--- src/rtl/id_ex_stage_pkg.sv ---
// Shared pipeline definitions for the ID/EX register stage: control bundle
// layout, result-select encodings and the bubble value.
package id_ex_stage_pkg;

   localparam int REG_ADDR_W = 5;
   localparam int RES_SRC_W  = 2;
   localparam int ALU_CTRL_W = 3;

   typedef enum logic [RES_SRC_W-1:0] {
      RES_ALU  = 2'b00,
      RES_LOAD = 2'b01,
      RES_PC4  = 2'b10
   } result_src_e;

   typedef struct packed {
      logic                  reg_write;
      logic                  mem_write;
      logic                  jump;
      logic                  branch;
      logic                  alu_src;
      logic [RES_SRC_W-1:0]  result_src;
      logic [ALU_CTRL_W-1:0] alu_control;
   } ctrl_t;

   // A bubble must not write anything or redirect the PC.
   localparam ctrl_t CTRL_BUBBLE = '0;

   function automatic logic is_load(input logic [RES_SRC_W-1:0] res_src);
      return res_src == RES_LOAD;
   endfunction

endpackage

--- src/rtl/id_ex_stage_if.sv ---
// Decode-side inputs, execute-side outputs, hazard controls and event
// counters of the ID/EX stage. The stage itself connects through 'slave'.
interface id_ex_stage_if #(
   parameter int XLEN  = 32,
   parameter int CNT_W = 32
);
   logic [XLEN-1:0]  RD1D, RD2D, ImmExtD, PCD, PCPlus4D;
   logic [4:0]       Rs1D, Rs2D, RdD;
   logic             RegWriteD, MemWriteD, JumpD, BranchD, ALUSrcD;
   logic [1:0]       ResultSrcD;
   logic [2:0]       ALUControlD;
   logic             PCSrcE;

   logic [XLEN-1:0]  RD1E, RD2E, ImmExtE, PCE, PCPlus4E;
   logic [4:0]       Rs1E, Rs2E, RdE;
   logic             RegWriteE, MemWriteE, JumpE, BranchE, ALUSrcE, ValidE;
   logic [1:0]       ResultSrcE;
   logic [2:0]       ALUControlE;

   logic             StallF, StallD, FlushD;
   logic [CNT_W-1:0] StallCnt, FlushCnt;

   modport master (
      output RD1D, RD2D, ImmExtD, PCD, PCPlus4D, Rs1D, Rs2D, RdD,
             RegWriteD, MemWriteD, JumpD, BranchD, ALUSrcD, ResultSrcD,
             ALUControlD, PCSrcE,
      input  RD1E, RD2E, ImmExtE, PCE, PCPlus4E, Rs1E, Rs2E, RdE,
             RegWriteE, MemWriteE, JumpE, BranchE, ALUSrcE, ValidE,
             ResultSrcE, ALUControlE, StallF, StallD, FlushD,
             StallCnt, FlushCnt
   );

   modport slave (
      input  RD1D, RD2D, ImmExtD, PCD, PCPlus4D, Rs1D, Rs2D, RdD,
             RegWriteD, MemWriteD, JumpD, BranchD, ALUSrcD, ResultSrcD,
             ALUControlD, PCSrcE,
      output RD1E, RD2E, ImmExtE, PCE, PCPlus4E, Rs1E, Rs2E, RdE,
             RegWriteE, MemWriteE, JumpE, BranchE, ALUSrcE, ValidE,
             ResultSrcE, ALUControlE, StallF, StallD, FlushD,
             StallCnt, FlushCnt
   );
endinterface

--- src/rtl/id_ex_stage_hazard_detect.sv ---
// Load-use hazard detection: a valid load in Execute whose destination is
// read by the instruction in Decode. x0 is never a real dependency.
module hazard_detect
   import id_ex_stage_pkg::*;
(
   input  logic [RES_SRC_W-1:0]  result_src_e_i,
   input  logic                  valid_e_i,
   input  logic [REG_ADDR_W-1:0] rd_e_i,
   input  logic [REG_ADDR_W-1:0] rs1_d_i,
   input  logic [REG_ADDR_W-1:0] rs2_d_i,
   output logic                  lw_stall_o
);

   logic rd_nonzero;
   logic src_match;

   // Rs1D==Rs2D==RdE collapses into one match, so it yields a single stall.
   always_comb begin
      rd_nonzero = (rd_e_i != '0);
      src_match  = (rs1_d_i == rd_e_i) || (rs2_d_i == rd_e_i);
      lw_stall_o = is_load(result_src_e_i) && valid_e_i && rd_nonzero && src_match;
   end

endmodule

--- src/rtl/id_ex_stage.sv ---
// ID/EX pipeline register with load-use stall and branch flush handling.
// Execute never holds: a hazard is resolved by inserting one bubble while
// fetch and decode are stalled for that cycle.
module id_ex_stage
   import id_ex_stage_pkg::*;
#(
   parameter int XLEN  = 32,
   parameter int CNT_W = 32
)(
   input  logic         clk,
   input  logic         rst,
   id_ex_stage_if.slave bus
);

   logic                  lw_stall;
   logic                  flush_e;

   ctrl_t                 ctrl_d, ctrl_q;
   logic                  valid_d, valid_q;
   logic [REG_ADDR_W-1:0] rd_d, rd_q;
   logic [REG_ADDR_W-1:0] rs1_q, rs2_q;
   logic [XLEN-1:0]       rd1_q, rd2_q, imm_q, pc_q, pc4_q;
   logic [CNT_W-1:0]      stall_cnt_d, stall_cnt_q;
   logic [CNT_W-1:0]      flush_cnt_d, flush_cnt_q;

   hazard_detect u_hazard_detect (
      .result_src_e_i (ctrl_q.result_src),
      .valid_e_i      (valid_q),
      .rd_e_i         (rd_q),
      .rs1_d_i        (bus.Rs1D),
      .rs2_d_i        (bus.Rs2D),
      .lw_stall_o     (lw_stall)
   );

   assign flush_e     = lw_stall | bus.PCSrcE;
   assign bus.StallF  = lw_stall;
   assign bus.StallD  = lw_stall;
   assign bus.FlushD  = bus.PCSrcE;

   // Next-state for control/valid/rd: bubble on flush, else the decoded instruction.
   always_comb begin
      ctrl_d      = CTRL_BUBBLE;
      valid_d     = 1'b0;
      rd_d        = '0;
      stall_cnt_d = stall_cnt_q + CNT_W'(lw_stall);
      flush_cnt_d = flush_cnt_q + CNT_W'(bus.PCSrcE);
      if (!flush_e) begin
         ctrl_d.reg_write   = bus.RegWriteD;
         ctrl_d.mem_write   = bus.MemWriteD;
         ctrl_d.jump        = bus.JumpD;
         ctrl_d.branch      = bus.BranchD;
         ctrl_d.alu_src     = bus.ALUSrcD;
         ctrl_d.result_src  = bus.ResultSrcD;
         ctrl_d.alu_control = bus.ALUControlD;
         valid_d            = 1'b1;
         rd_d               = bus.RdD;
      end
   end

   // Pipeline register bank and event counters; reset wins over everything.
   // Datapath fields load unconditionally since a bubble makes them don't-care.
   always_ff @(posedge clk) begin
      if (rst) begin
         ctrl_q      <= CTRL_BUBBLE;
         valid_q     <= 1'b0;
         rd_q        <= '0;
         rs1_q       <= '0;
         rs2_q       <= '0;
         rd1_q       <= '0;
         rd2_q       <= '0;
         imm_q       <= '0;
         pc_q        <= '0;
         pc4_q       <= '0;
         stall_cnt_q <= '0;
         flush_cnt_q <= '0;
      end else begin
         ctrl_q      <= ctrl_d;
         valid_q     <= valid_d;
         rd_q        <= rd_d;
         rs1_q       <= bus.Rs1D;
         rs2_q       <= bus.Rs2D;
         rd1_q       <= bus.RD1D;
         rd2_q       <= bus.RD2D;
         imm_q       <= bus.ImmExtD;
         pc_q        <= bus.PCD;
         pc4_q       <= bus.PCPlus4D;
         stall_cnt_q <= stall_cnt_d;
         flush_cnt_q <= flush_cnt_d;
      end
   end

   assign bus.RD1E        = rd1_q;
   assign bus.RD2E        = rd2_q;
   assign bus.ImmExtE     = imm_q;
   assign bus.PCE         = pc_q;
   assign bus.PCPlus4E    = pc4_q;
   assign bus.Rs1E        = rs1_q;
   assign bus.Rs2E        = rs2_q;
   assign bus.RdE         = rd_q;
   assign bus.RegWriteE   = ctrl_q.reg_write;
   assign bus.MemWriteE   = ctrl_q.mem_write;
   assign bus.JumpE       = ctrl_q.jump;
   assign bus.BranchE     = ctrl_q.branch;
   assign bus.ALUSrcE     = ctrl_q.alu_src;
   assign bus.ResultSrcE  = ctrl_q.result_src;
   assign bus.ALUControlE = ctrl_q.alu_control;
   assign bus.ValidE      = valid_q;
   assign bus.StallCnt    = stall_cnt_q;
   assign bus.FlushCnt    = flush_cnt_q;

endmodule

--- src/flat_wrapper.sv ---
// flat-port wrapper written by rule: the top's interface ports become plain ports
module id_ex_stage_flat import id_ex_stage_pkg::*;
#(
   parameter int XLEN  = 32,
   parameter int CNT_W = 32
)
  (clk, rst, bus_RD1D, bus_RD2D, bus_ImmExtD, bus_PCD, bus_PCPlus4D, bus_Rs1D, bus_Rs2D, bus_RdD, bus_RegWriteD, bus_MemWriteD, bus_JumpD, bus_BranchD, bus_ALUSrcD, bus_ResultSrcD, bus_ALUControlD, bus_PCSrcE, bus_RD1E, bus_RD2E, bus_ImmExtE, bus_PCE, bus_PCPlus4E, bus_Rs1E, bus_Rs2E, bus_RdE, bus_RegWriteE, bus_MemWriteE, bus_JumpE, bus_BranchE, bus_ALUSrcE, bus_ValidE, bus_ResultSrcE, bus_ALUControlE, bus_StallF, bus_StallD, bus_FlushD, bus_StallCnt, bus_FlushCnt);
  id_ex_stage_if #(.XLEN(XLEN), .CNT_W(CNT_W)) bus_i ();
  input  logic clk;
  input  logic rst;
  input wire logic [$bits(bus_i.RD1D)-1:0] bus_RD1D;
  input wire logic [$bits(bus_i.RD2D)-1:0] bus_RD2D;
  input wire logic [$bits(bus_i.ImmExtD)-1:0] bus_ImmExtD;
  input wire logic [$bits(bus_i.PCD)-1:0] bus_PCD;
  input wire logic [$bits(bus_i.PCPlus4D)-1:0] bus_PCPlus4D;
  input wire logic [$bits(bus_i.Rs1D)-1:0] bus_Rs1D;
  input wire logic [$bits(bus_i.Rs2D)-1:0] bus_Rs2D;
  input wire logic [$bits(bus_i.RdD)-1:0] bus_RdD;
  input wire logic [$bits(bus_i.RegWriteD)-1:0] bus_RegWriteD;
  input wire logic [$bits(bus_i.MemWriteD)-1:0] bus_MemWriteD;
  input wire logic [$bits(bus_i.JumpD)-1:0] bus_JumpD;
  input wire logic [$bits(bus_i.BranchD)-1:0] bus_BranchD;
  input wire logic [$bits(bus_i.ALUSrcD)-1:0] bus_ALUSrcD;
  input wire logic [$bits(bus_i.ResultSrcD)-1:0] bus_ResultSrcD;
  input wire logic [$bits(bus_i.ALUControlD)-1:0] bus_ALUControlD;
  input wire logic [$bits(bus_i.PCSrcE)-1:0] bus_PCSrcE;
  output wire logic [$bits(bus_i.RD1E)-1:0] bus_RD1E;
  output wire logic [$bits(bus_i.RD2E)-1:0] bus_RD2E;
  output wire logic [$bits(bus_i.ImmExtE)-1:0] bus_ImmExtE;
  output wire logic [$bits(bus_i.PCE)-1:0] bus_PCE;
  output wire logic [$bits(bus_i.PCPlus4E)-1:0] bus_PCPlus4E;
  output wire logic [$bits(bus_i.Rs1E)-1:0] bus_Rs1E;
  output wire logic [$bits(bus_i.Rs2E)-1:0] bus_Rs2E;
  output wire logic [$bits(bus_i.RdE)-1:0] bus_RdE;
  output wire logic [$bits(bus_i.RegWriteE)-1:0] bus_RegWriteE;
  output wire logic [$bits(bus_i.MemWriteE)-1:0] bus_MemWriteE;
  output wire logic [$bits(bus_i.JumpE)-1:0] bus_JumpE;
  output wire logic [$bits(bus_i.BranchE)-1:0] bus_BranchE;
  output wire logic [$bits(bus_i.ALUSrcE)-1:0] bus_ALUSrcE;
  output wire logic [$bits(bus_i.ValidE)-1:0] bus_ValidE;
  output wire logic [$bits(bus_i.ResultSrcE)-1:0] bus_ResultSrcE;
  output wire logic [$bits(bus_i.ALUControlE)-1:0] bus_ALUControlE;
  output wire logic [$bits(bus_i.StallF)-1:0] bus_StallF;
  output wire logic [$bits(bus_i.StallD)-1:0] bus_StallD;
  output wire logic [$bits(bus_i.FlushD)-1:0] bus_FlushD;
  output wire logic [$bits(bus_i.StallCnt)-1:0] bus_StallCnt;
  output wire logic [$bits(bus_i.FlushCnt)-1:0] bus_FlushCnt;
  assign bus_i.RD1D = bus_RD1D;
  assign bus_i.RD2D = bus_RD2D;
  assign bus_i.ImmExtD = bus_ImmExtD;
  assign bus_i.PCD = bus_PCD;
  assign bus_i.PCPlus4D = bus_PCPlus4D;
  assign bus_i.Rs1D = bus_Rs1D;
  assign bus_i.Rs2D = bus_Rs2D;
  assign bus_i.RdD = bus_RdD;
  assign bus_i.RegWriteD = bus_RegWriteD;
  assign bus_i.MemWriteD = bus_MemWriteD;
  assign bus_i.JumpD = bus_JumpD;
  assign bus_i.BranchD = bus_BranchD;
  assign bus_i.ALUSrcD = bus_ALUSrcD;
  assign bus_i.ResultSrcD = bus_ResultSrcD;
  assign bus_i.ALUControlD = bus_ALUControlD;
  assign bus_i.PCSrcE = bus_PCSrcE;
  assign bus_RD1E = bus_i.RD1E;
  assign bus_RD2E = bus_i.RD2E;
  assign bus_ImmExtE = bus_i.ImmExtE;
  assign bus_PCE = bus_i.PCE;
  assign bus_PCPlus4E = bus_i.PCPlus4E;
  assign bus_Rs1E = bus_i.Rs1E;
  assign bus_Rs2E = bus_i.Rs2E;
  assign bus_RdE = bus_i.RdE;
  assign bus_RegWriteE = bus_i.RegWriteE;
  assign bus_MemWriteE = bus_i.MemWriteE;
  assign bus_JumpE = bus_i.JumpE;
  assign bus_BranchE = bus_i.BranchE;
  assign bus_ALUSrcE = bus_i.ALUSrcE;
  assign bus_ValidE = bus_i.ValidE;
  assign bus_ResultSrcE = bus_i.ResultSrcE;
  assign bus_ALUControlE = bus_i.ALUControlE;
  assign bus_StallF = bus_i.StallF;
  assign bus_StallD = bus_i.StallD;
  assign bus_FlushD = bus_i.FlushD;
  assign bus_StallCnt = bus_i.StallCnt;
  assign bus_FlushCnt = bus_i.FlushCnt;
  id_ex_stage #(.XLEN(XLEN), .CNT_W(CNT_W)) u_core (.clk(clk), .rst(rst), .bus(bus_i));
endmodule
--- config.mk ---
export PLATFORM = sky130hd
export DESIGN_NAME = id_ex_stage_flat
export DESIGN_NICKNAME = d
export VERILOG_FILES = /design/src/rtl/id_ex_stage_pkg.sv /design/src/rtl/id_ex_stage_if.sv /design/src/rtl/id_ex_stage_hazard_detect.sv /design/src/rtl/id_ex_stage.sv /design/src/flat_wrapper.sv
export SDC_FILE = /design/constraint.sdc
export NUM_CORES = 1
export LEC_CHECK = 0
export ABC_CLOCK_PERIOD_IN_PS = 2350
export BUFFER_PORTS_ARGS = -buffer_cell sky130_fd_sc_hd__buf_2
export CORE_AREA = 3 3 169 171
export DETAILED_ROUTE_END_ITERATION = 8
export DIE_AREA = 0 0 172 174
export SLEW_MARGIN = 10
export SYNTH_ARGS = -nofsm -noshare
export SYNTH_HDL_FRONTEND = slang
export SYNTH_HIERARCHICAL = 1
export SYNTH_SLANG_ARGS = --single-unit
--- constraint.sdc ---
create_clock -name clk -period 2.35 [get_ports clk]
set_input_delay 0.235 -clock clk [delete_from_list [all_inputs] [get_ports clk]]
set_output_delay 0.235 -clock clk [all_outputs]
set_load 0.03 [all_outputs]
==> flow_summary.yaml, run 1 <==
status:
  status: "finished, violations left"
  violations: "negative setup slack"
critical_path:
  critical_path_class: "register to register"
  cp_top_family: "simple AND/OR/NAND/NOR gates"
  crit_chain: "xor2_1 > nor3_2 > nand3_2 > a21oi_4 > ha_4 > buf_4 > nand3_4 > or4_4 > buf_4 > o31ai_1 > a21oi_1"
  cpMostUsedCell: "buf_4"
  slowest_stage: "or4_4"
  path_buf_inv: 2
  critPathCaptureType: "register"
  arrival_ns: 2.97
  max_stage_delay_ns: 0.49
  crit_path_max_fanout: 7
  start_kind: "register"
  crit_required_ns: 2.74
hold_path:
  hp-class: "input port to register"
timing:
  setup_ws_ns: -0.223
  slew_headroom: 0.627
  rsz0062_at_grt: "yes"
  tightest_slew_ns: 0.559
  hold_violations: 0
  skew_ns: 0.00845
  setup_viol: 22
  finalCritPeriodShare: 1.10
  max_freq_mhz: 389
  report.final.slew_viol_count: 0
  fin_crit_ns: 2.57
floorplan:
  initial_core_util: 0.299
  coreArea_mm2: 0.0270
  top_level_ports: 441
  dieWidth_um: 172
  die_y_um: 174
  rows: 60
  dieArea_mm2: 0.0299
logic_synthesis:
  synth_nets: 950
  synth_simple_gate_area_frac: 0.264
  synth_enable_flop_cells: 0
  synth-async-reset-ratio: 0
  synth_ff_type: "dfxtp_1"
  synthTopCellsByCount: "dfxtp_1, nor2b_1, a21oi_1, nor2_1, clkbuf_1"
  synth_top_cell_by_area: "dfxtp_1"
  synthCells: 757
  synth-seq-cells: 250
  seq_area_frac_synth: 0.620
  synth_top_family_by_area: "simple AND/OR/NAND/NOR gates"
  synth_mux_area_frac: 0.00697
  syn_area_per_cell_um2: 10.7
  synth-compound-area-share: 0.0483
  yosysTopAreaCellShare: 0.620
  synth_xor_area_frac: 0.0336
  syn_area_mm2: 0.00808
  synth.area.top_cells: "dfxtp_1, nor2b_1, a21oi_1"
  yosysUniqueCellTypes: 32
  synth_fa_ha_area_frac: 0.00775
  yosysMostFrequentCell: "dfxtp_1"
  synth_warnings: 6
power:
  switchingPower_mw: 2.47
  p_seq_frac: 0.447
  power_mw: 9.98
  intPower_mw: 7.51
  combPwrFrac: 0.119
  p_leak_nw: 6.35
  p_clk_frac: 0.434
  power_density_mw_per_mm2: 725
  max-vdd-ir-drop_mv: 0.531
  switching_share: 0.248
drt:
  antenna_left: 0
  via_per_inst: 4.46
  drt_wl_total_um: 29700
  drt-initial-drc-count: 346
  drt_first_pass_iters: 4
  wl_per_cell_um: 16.9
  vias: 7857
  drcViolationCount: 0
placement:
  io_buffers: 440
  gp_congestion: 0.814
  place_inst: 1524
  place_ws_ns: -0.280
  postPlaceCellArea_mm2: 0.0108
  dp_hpwl_um: 19200
cts:
  cts.sinks: 250
  cts-root-buf: "clkbuf_16"
  cts_buffers: 28
  clock_path_buffers: 3
  cts_tree: "done"
  worstSkewPairLatency_ns: 0.53
  clk_pin_slew_ns: 0.06
  h-tree-depth: 1
finish:
  fin_cells: 1762
  syn2layout_area_growth_pct: 70.6
  postLayoutCellArea_mm2: 0.0138
  drive_gt1_frac: 0.388
  layout.nets: 1593
  finish.utilization: 0.510
global_route:
  grt_pass1_vias: 8243
  grt_usage: 0.188
  grt_max_degree: 67
  grt_overflow: 0
  antenna_found_initial: 0
  grt_pass1_wl_um: 45100
job:
  cap_violations: 0
==> sequential cells by signal (all words and copies together), names as in the netlist, 2 cells and up <==
register                count
u_core/bus.StallCnt        32
u_core/bus.RdE              5
u_core/bus.ImmExtE         32
u_core/bus.Rs1E             5
u_core/bus.RD2E            32
u_core/bus.FlushCnt        32
u_core/bus.PCE             32
u_core/bus.Rs2E             5
u_core/bus.ALUControlE      3
u_core/bus.RD1E            32
u_core/bus.PCPlus4E        32
u_core/bus.ResultSrcE       2
==> cells by family after synthesis <==
| kind of cell | after synthesis |
|---|---|
| compound gates | 70 |
| xor+xnor | 31 |
| fa+ha+maj | 5 |
| buf+inv | 39 |
| flops | 250 |
| mux | 5 |
| simple gates | 357 |
==> what timing repair did <==
item,4_1_cts,5_1_grt
hold buffers,183,0
endpoints found under the hold margin,183,0
setup endpoints to repair,23,27
pin swaps,13,9
resized for setup,15,20
buffers inserted,3,1
gates cloned,0,0
==> area by class of cell <==
class                      instances  area, µm²
antenna                            1       2.50
clock buffer                      42        845
clock inverter                     8       71.3
fill                            2398      13200
inverter                           4       15.0
multi-input combinational        468       3120
sequential                       250       5020
tap                              341        427
timing repair buffer             648       4280
==> path summary, 6_finish.rpt <==
| kind | startpoint | endpoint | slack [ns] | cells after the start |
|---|---|---|---|---|
| worst min register to register | u_core/bus.FlushCnt[31]$_SDFF_PP0_ | u_core/bus.FlushCnt[31]$_SDFF_PP0_ | 0.49 | 2 |
| worst max-delay path | u_core/bus.RdE[4]$_SDFF_PP0_ | u_core/bus.StallCnt[27]$_SDFF_PP0_ | -0.22 | 11 |
| worst min-delay path | bus_PCD[19] | u_core/bus.PCE[19]$_SDFF_PP0_ | 0.05 | 2 |
| worst max register to register | u_core/bus.RdE[4]$_SDFF_PP0_ | u_core/bus.StallCnt[27]$_SDFF_PP0_ | -0.22 | 11 |
==> placed cells by master (no fill, tap or decap), types with 4 or more instances in the layout <==
master         Yosys  final
xnor2_1           13     12
nor2b_1          178    178
a21oi_1           35     30
dfxtp_1          250    245
and4_1            10     10
and3_1             5      5
nand3_1           17     15
buf_2              2    438
nor2_1            29     28
o31ai_1           16     15
xor2_1            18     18
nand2_1           22     22
inv_1              4      4
clkbuf_16          0     29
nand4_1           24     24
clkinv_2           0      5
clkbuf_8           0      7
buf_4              2     18
and2_1            18     18
dlygate4sd3_1      0    183
mux2_2             5      4
clkbuf_1          28      6
o21ai_0           18     17
buf_6              0      7
or3_1             16     15
or4_1             19     16
a21oi_2            0      4
==> layer usage <==
layer,up-vias,track usage,part of all wire
li1,3829,-,-
met1,3604,0.215,0.38
met2,337,0.322,0.49
met3,87,0.0491,0.075
met4,0,0.0898,0.054
met5,-,0,0
==> per-stage QoR <==
step | hold WS, ns | setup TNS (ns)
6_report | 0.0543 | -2.52
5_1_grt | 0.0250 | -4.69
4_1_cts | 0.00244 | -2.67
3_5_place_dp | 0.439 | -4.10
3_3_place_gp | 0.435 | -3.46
2_1_floorplan | 0.356 | -3.15
==> power groups by stage <==
stage	Combinational (mW)	Sequential, mW	Clock, mW
finish	1.19	4.46	4.34
global route	1.26	4.47	4.63
CTS	1.17	4.45	4.43
detailed placement	0.922	4.54	0
global placement	0.920	4.54	0
floorplan	0.180	4.90	0
(Power assumes the default switching activity.)
==> inputs of run 2 (changes only) <==
--- a/config.mk
+++ b/config.mk
@@ -9,5 +9,6 @@
 export BUFFER_PORTS_ARGS = -buffer_cell sky130_fd_sc_hd__buf_2
-export CORE_AREA = 3 3 169 171
+export CORE_AREA = 3 3 170 172
+export CTS_CLUSTER_SIZE = 12
 export DETAILED_ROUTE_END_ITERATION = 8
-export DIE_AREA = 0 0 172 174
+export DIE_AREA = 0 0 173 175
 export SLEW_MARGIN = 10
@@ -15,3 +16,2 @@
 export SYNTH_HDL_FRONTEND = slang
-export SYNTH_HIERARCHICAL = 1
 export SYNTH_SLANG_ARGS = --single-unit
--- a/constraint.sdc
+++ b/constraint.sdc
@@ -3,2 +3,2 @@
 set_output_delay 0.235 -clock clk [all_outputs]
-set_load 0.03 [all_outputs]
+set_load 0.02 [all_outputs]
==> flow_summary.yaml, run 2 <==
status:
  status: "finished, violations left"
  violations: "negative setup slack"
hold_path:
  hp-class: "input port to register"
critical_path:
  start_kind: "register"
  crit_path_end: "u_core.bus.StallCnt[18]$_SDFF_PP0_"
  cpMostUsedCell: "ha_4"
  path_buf_inv: 1
  critPathCaptureType: "register"
  reg2reg_to: "u_core.bus.StallCnt[18]$_SDFF_PP0_"
  crit_path_max_fanout: 6
  slowest_stage: "or4_4"
  worst_r2r_startpoint: "u_core.bus.RdE[3]$_SDFF_PP0_"
  cp_top_family: "simple AND/OR/NAND/NOR gates"
  path_depth: 11
  crit_chain: "xnor2_1 > nand2_2 > o22ai_4 > and2_4 > ha_4 > ha_4 > nand3_4 > or4_4 > buf_6 > or3_4 > a21oi_2"
  arrival_ns: 2.94
  max_stage_delay_ns: 0.45
  reg2reg_depth: 11
  critPathLaunch: "u_core.bus.RdE[3]$_SDFF_PP0_"
  critical_path_class: "register to register"
  crit_required_ns: 2.81
  r2r_slack_ns: -0.13
drt:
  wl_met2_um: 14200
  wl_met1_um: 11300
  routed.top_layer: "met4"
  antenna_left: 0
  drt_wl_total_um: 29100
  drcViolationCount: 0
  drt-initial-drc-count: 341
  drt_first_pass_iters: 4
  wl_per_cell_um: 16.1
  vias: 7981
  via_per_inst: 4.40
  route.met3.wl_um: 2370
logic_synthesis:
  synth_ff_type: "dfxtp_1"
  synth_warnings: 0
  synth-async-reset-ratio: 0
  synth_enable_flop_cells: 0
  syn_area_per_cell_um2: 10.5
  synth_nets: 967
  syn_area_mm2: 0.00813
  synth-seq-cells: 250
  synthTopCellsByCount: "dfxtp_1, nor2b_1, a21oi_1, nand2_1, clkbuf_1"
  yosysTopAreaCellShare: 0.615
  synth.area.top_cells: "dfxtp_1, nor2b_1, a21oi_1"
  seq_area_frac_synth: 0.615
  yosysUniqueCellTypes: 37
  synth_top_cell_by_area: "dfxtp_1"
  synthCells: 775
  yosysMostFrequentCell: "dfxtp_1"
placement:
  place_ws_ns: -0.186
  place_inst: 1583
  io_buffers: 440
  dp_hpwl_um: 19300
  gp_congestion: 0.776
  postPlaceCellArea_mm2: 0.0110
power:
  p_leak_nw: 6.34
  power_density_mw_per_mm2: 709
  power_mw: 9.86
  max-vdd-ir-drop_mv: 0.548
timing:
  finalCritPeriodShare: 1.05
  max_freq_mhz: 404
  hold_violations: 0
  report.final.slew_viol_count: 0
  fin_crit_ns: 2.48
  slew_headroom: 0.637
  skew_ns: 0.0101
  rsz0062_at_grt: "yes"
  setup_viol: 10
  tightest_slew_ns: 0.545
  hold-worst-slack_ns: 0.0585
  setup_ws_ns: -0.126
floorplan:
  initial_core_util: 0.294
  coreArea_mm2: 0.0276
  dieArea_mm2: 0.0303
  die_y_um: 175
  rows: 61
  dieWidth_um: 173
  top_level_ports: 441
finish:
  drive_gt1_frac: 0.389
  final_common_cell: "buf_2"
  syn2layout_area_growth_pct: 71.1
  antenna_cells: 0
  fin_cells: 1812
  layout.nets: 1609
  most-common-layout-cells: "buf_2, dfxtp_1, dlygate4sd3_1"
  postLayoutCellArea_mm2: 0.0139
global_route:
  grt_usage: 0.181
  grt_max_degree: 92
  grt_overflow: 0
  grt_pass1_vias: 8232
  grt_pass1_wl_um: 44700
  antenna_found_initial: 0
job:
  cap_violations: 0
cts:
  cts_tree: "done"
  cts.sinks: 250
  clock_path_buffers: 3
  worstSkewPairLatency_ns: 0.53
  cts-root-buf: "clkbuf_16"
  cts_buffers: 27
  clk_pin_slew_ns: 0.06
  h-tree-depth: 1
## run 2: changes by cell type after synthesis, sizes merged, moves of 7 or more
cell	delta
nand2	+16
a21oi	+18
nand4	-10
xor2	-10
and2	-14
xnor2	+8
o31ai	+7
## run 2: worst register-to-register path, delay by kind of cell (launching register included)
kind            cells  cell delay [ns]
compound gates      2             0.30
xor+xnor            1             0.19
fa+ha+maj           2             0.29
buf+inv             1             0.15
flops               1             0.36
simple gates        5             1.13
## run 2: worst min-delay path by stage
stage | endpoint | startpoint | depth (start not counted) | slack (ns)
2_1_floorplan | u_core.bus.RdE[0]$_SDFF_PP0_ | bus_RdD[0] | 2 | 0.34
3_3_place_gp | u_core.bus.PCE[28]$_SDFF_PP0_ | bus_PCD[28] | 2 | 0.44
3_5_place_dp | u_core.bus.ImmExtE[14]$_SDFF_PP0_ | bus_ImmExtD[14] | 2 | 0.45
4_1_cts | u_core.bus.Rs2E[1]$_SDFF_PP0_ | bus_Rs2D[1] | 3 | 0.02
5_1_grt | u_core.bus.Rs2E[3]$_SDFF_PP0_ | bus_Rs2D[3] | 3 | 0.06
6_report | u_core.bus.Rs2E[0]$_SDFF_PP0_ | bus_Rs2D[0] | 3 | 0.06
## run 2: per-stage QoR
| stage | TNS, ns | utilization |
|---|---|---|
| finish | -0.644 | 0.503 |
| global route | -2.59 | 0.503 |
| CTS | -0.877 | 0.498 |
| floorplan | -2.23 | - |
| global placement | -0.721 | 0.399 |
| detailed placement | -1.52 | 0.399 |
## run 2: layout make-up
| type | count | area (µm²) |
|---|---|---|
| clock inverter | 7 | 114 |
| clock buffer | 39 | 781 |
| multi-input combinational | 477 | 3180 |
| inverter | 6 | 22.5 |
| sequential | 250 | 5020 |
| timing repair buffer | 655 | 4320 |
| tap | 378 | 473 |
| fill | 2433 | 13700 |
## run 2: cells by family after synthesis
kind of cell             after synthesis  synth area share
AO/OA/AOI/OAI                         94            0.0665
multiplexers                           3           0.00415
AND/OR/NAND/NOR                      346             0.251
flip-flops                           250             0.615
buffers and inverters                 49            0.0252
XOR/XNOR                              29            0.0312
adder cells (fa/ha/maj)                4           0.00616
## run 2: power breakdown
group          leakage [nW]  switching (mW)  internal, mW
sequential             2.07          0.0512          4.41
combinational          3.83           0.547         0.544
clock                 0.442            1.70          2.61
## run 2: timing repair
action | in CTS | in global routing
hold buffers | 180 | 0
gates resized for setup | 8 | 25
endpoints found under the hold margin | 180 | 0
setup buffers | 1 | 1
endpoints found under the setup margin | 16 | 20
pin swaps | 6 | 5
gates cloned | 1 | 0
## run 2: routing by layer
| metal | GRT usage | vias to the layer above |
|---|---|---|
| met4 | 0.0699 | 0 |
| met5 | 0 | - |
| li1 | - | 3888 |
| met3 | 0.0535 | 72 |
| met1 | 0.209 | 3672 |
| met2 | 0.318 | 349 |
==> inputs of run 3 (changes only) <==
SETUP_SLACK_MARGIN = 0.1   (was not set)
==> flow_summary.yaml, run 3 (synthesis gave the netlist of run 2 again) <==
drt:
  wl_met1_um: 11900
  vias: 7989
  wl_met2_um: 14500
  drt_first_pass_iters: 4
  drcViolationCount: 0
  routed.top_layer: "met4"
  drt_wl_total_um: 29800
  antenna_left: 0
  wl_per_cell_um: 16.5
  route.met3.wl_um: 2570
  drt-initial-drc-count: 351
  via_per_inst: 4.42
power:
  p_leak_nw: 6.26
  power_density_mw_per_mm2: 702
  max-vdd-ir-drop_mv: 0.499
  power_mw: 9.66
global_route:
  antenna_found_initial: 1
  grt_pass1_wl_um: 45000
  grt_usage: 0.185
  grt_pass1_vias: 8137
  grt_max_degree: 54
  grt_overflow: 0
status:
  violations: "negative setup slack"
  status: "finished, violations left"
cts:
  cts.sinks: 250
  h-tree-depth: 1
  cts_buffers: 27
  clock_path_buffers: 3
  cts_tree: "done"
  cts-root-buf: "clkbuf_16"
  worstSkewPairLatency_ns: 0.52
  clk_pin_slew_ns: 0.06
timing:
  setup_ws_ns: -0.116
  fin_crit_ns: 2.47
  setup_viol: 10
  rsz0062_at_grt: "yes"
  report.final.slew_viol_count: 0
  hold-worst-slack_ns: 0.0295
  finalCritPeriodShare: 1.05
  tightest_slew_ns: 0.445
  max_freq_mhz: 405
  hold_violations: 0
  slew_headroom: 0.703
  skew_ns: 0.0106
critical_path:
  critPathLaunch: "u_core.bus.RdE[0]$_SDFF_PP0_"
  start_kind: "register"
  reg2reg_depth: 10
  r2r_slack_ns: -0.12
  crit_required_ns: 2.81
  worst_r2r_startpoint: "u_core.bus.RdE[0]$_SDFF_PP0_"
  crit_chain: "xnor2_2 > nand3_2 > o22ai_4 > and2_4 > ha_4 > ha_4 > nand3_4 > or4_4 > or4_4 > a21oi_2"
  crit_path_end: "u_core.bus.StallCnt[16]$_SDFF_PP0_"
  crit_path_max_fanout: 4
  path_depth: 10
  max_stage_delay_ns: 0.49
  path_buf_inv: 0
  cp_top_family: "simple AND/OR/NAND/NOR gates"
  slowest_stage: "or4_4"
  reg2reg_to: "u_core.bus.StallCnt[16]$_SDFF_PP0_"
  critical_path_class: "register to register"
  arrival_ns: 2.92
  critPathCaptureType: "register"
placement:
  postPlaceCellArea_mm2: 0.0109
  io_buffers: 440
  gp_congestion: 0.795
  dp_hpwl_um: 20100
floorplan:
  coreArea_mm2: 0.0276
  dieWidth_um: 173
  die_y_um: 175
  initial_core_util: 0.294
  top_level_ports: 441
  dieArea_mm2: 0.0303
  rows: 61
finish:
  n_fill_cell: 2508
  antenna_cells: 0
  drive_gt1_frac: 0.384
  layout.nets: 1603
  postLayoutCellArea_mm2: 0.0138
  syn2layout_area_growth_pct: 69.3
  most-common-layout-cells: "buf_2, dfxtp_1, dlygate4sd3_1"
  final_common_cell: "buf_2"
  finish.utilization: 0.498
hold_path:
  hp-class: "input port to register"
job:
  cap_violations: 0
==> run 3: cell types whose count changed in the layout (fill, tap and decap cells not counted), moves of 2 or more <==
cell | before | now
xnor2_2 | 4 | 8
xnor2_4 | 2 | 0
clkbuf_1 | 6 | 8
buf_4 | 30 | 27
xnor2_1 | 15 | 13
clkbuf_8 | 6 | 4
==> run 3: worst min-delay path by stage <==
stage | startpoint | to | slack, ns | depth (start not counted)
after global placement | bus_RD1D[23] | u_core.bus.RD1E[23]$_SDFF_PP0_ | 0.44 | 2
after detailed placement | bus_RD2D[18] | u_core.bus.RD2E[18]$_SDFF_PP0_ | 0.45 | 2
after global routing | bus_Rs1D[4] | u_core.bus.Rs1E[4]$_SDFF_PP0_ | 0.01 | 2
after CTS | bus_Rs1D[4] | u_core.bus.Rs1E[4]$_SDFF_PP0_ | 0.002 | 2
after floorplan | bus_RdD[0] | u_core.bus.RdE[0]$_SDFF_PP0_ | 0.34 | 2
final | bus_Rs1D[4] | u_core.bus.Rs1E[4]$_SDFF_PP0_ | 0.03 | 2
==> run 3: layout make-up <==
class	instances	area, µm²	share of cell area
clock buffers	39	761	0.0552
multi-input cells	476	3130	0.228
repair buffers	650	4260	0.310
well taps	378	473	0.0343
clock inverters	7	91.3	0.00663
inverters	6	22.5	0.00164
flip-flops and latches	250	5020	0.365
==> run 3: routing by layer <==
layer,global-route usage,vias to the layer above
li1,-,3874
met1,0.216,3714
met2,0.320,349
met3,0.0635,52
met4,0.0568,0
met5,0,-
==> run 3: power breakdown <==
group,switching [mW],total (mW),leakage [nW],internal [mW]
registers,0.0499,4.46,2.07,4.41
clock network,1.67,4.12,0.416,2.45
logic,0.551,1.09,3.78,0.540
==> run 3: worst register-to-register path, cell delays in order (launching register included) <==
cell	delay (ns)
dfxtp_4	0.36
xnor2_2	0.16
nand3_2	0.12
o22ai_4	0.14
and2_4	0.19
ha_4	0.15
ha_4	0.14
nand3_4	0.08
or4_4	0.43
or4_4	0.49
a21oi_2	0.14
==> run 3: repair_timing <==
action | in CTS | in global routing
hold buffers | 180 | 0
gates resized for setup | 16 | 11
setup endpoints to repair | 20 | 23
endpoints found under the hold margin | 180 | 0
setup buffers | 6 | 0
pin swaps | 14 | 0
==> run 3: through the flow <==
| stage | TNS (ns) | setup WS, ns | cells |
|---|---|---|---|
| floorplan | -2.23 | -0.325 | 775 |
| global route | -2.17 | -0.211 | 1806 |
| global placement | -1.28 | -0.161 | 1574 |
| detailed placement | -2.12 | -0.228 | 1574 |
| CTS | -0.311 | -0.0918 | 1806 |
| finish | -0.483 | -0.116 | 1806 |
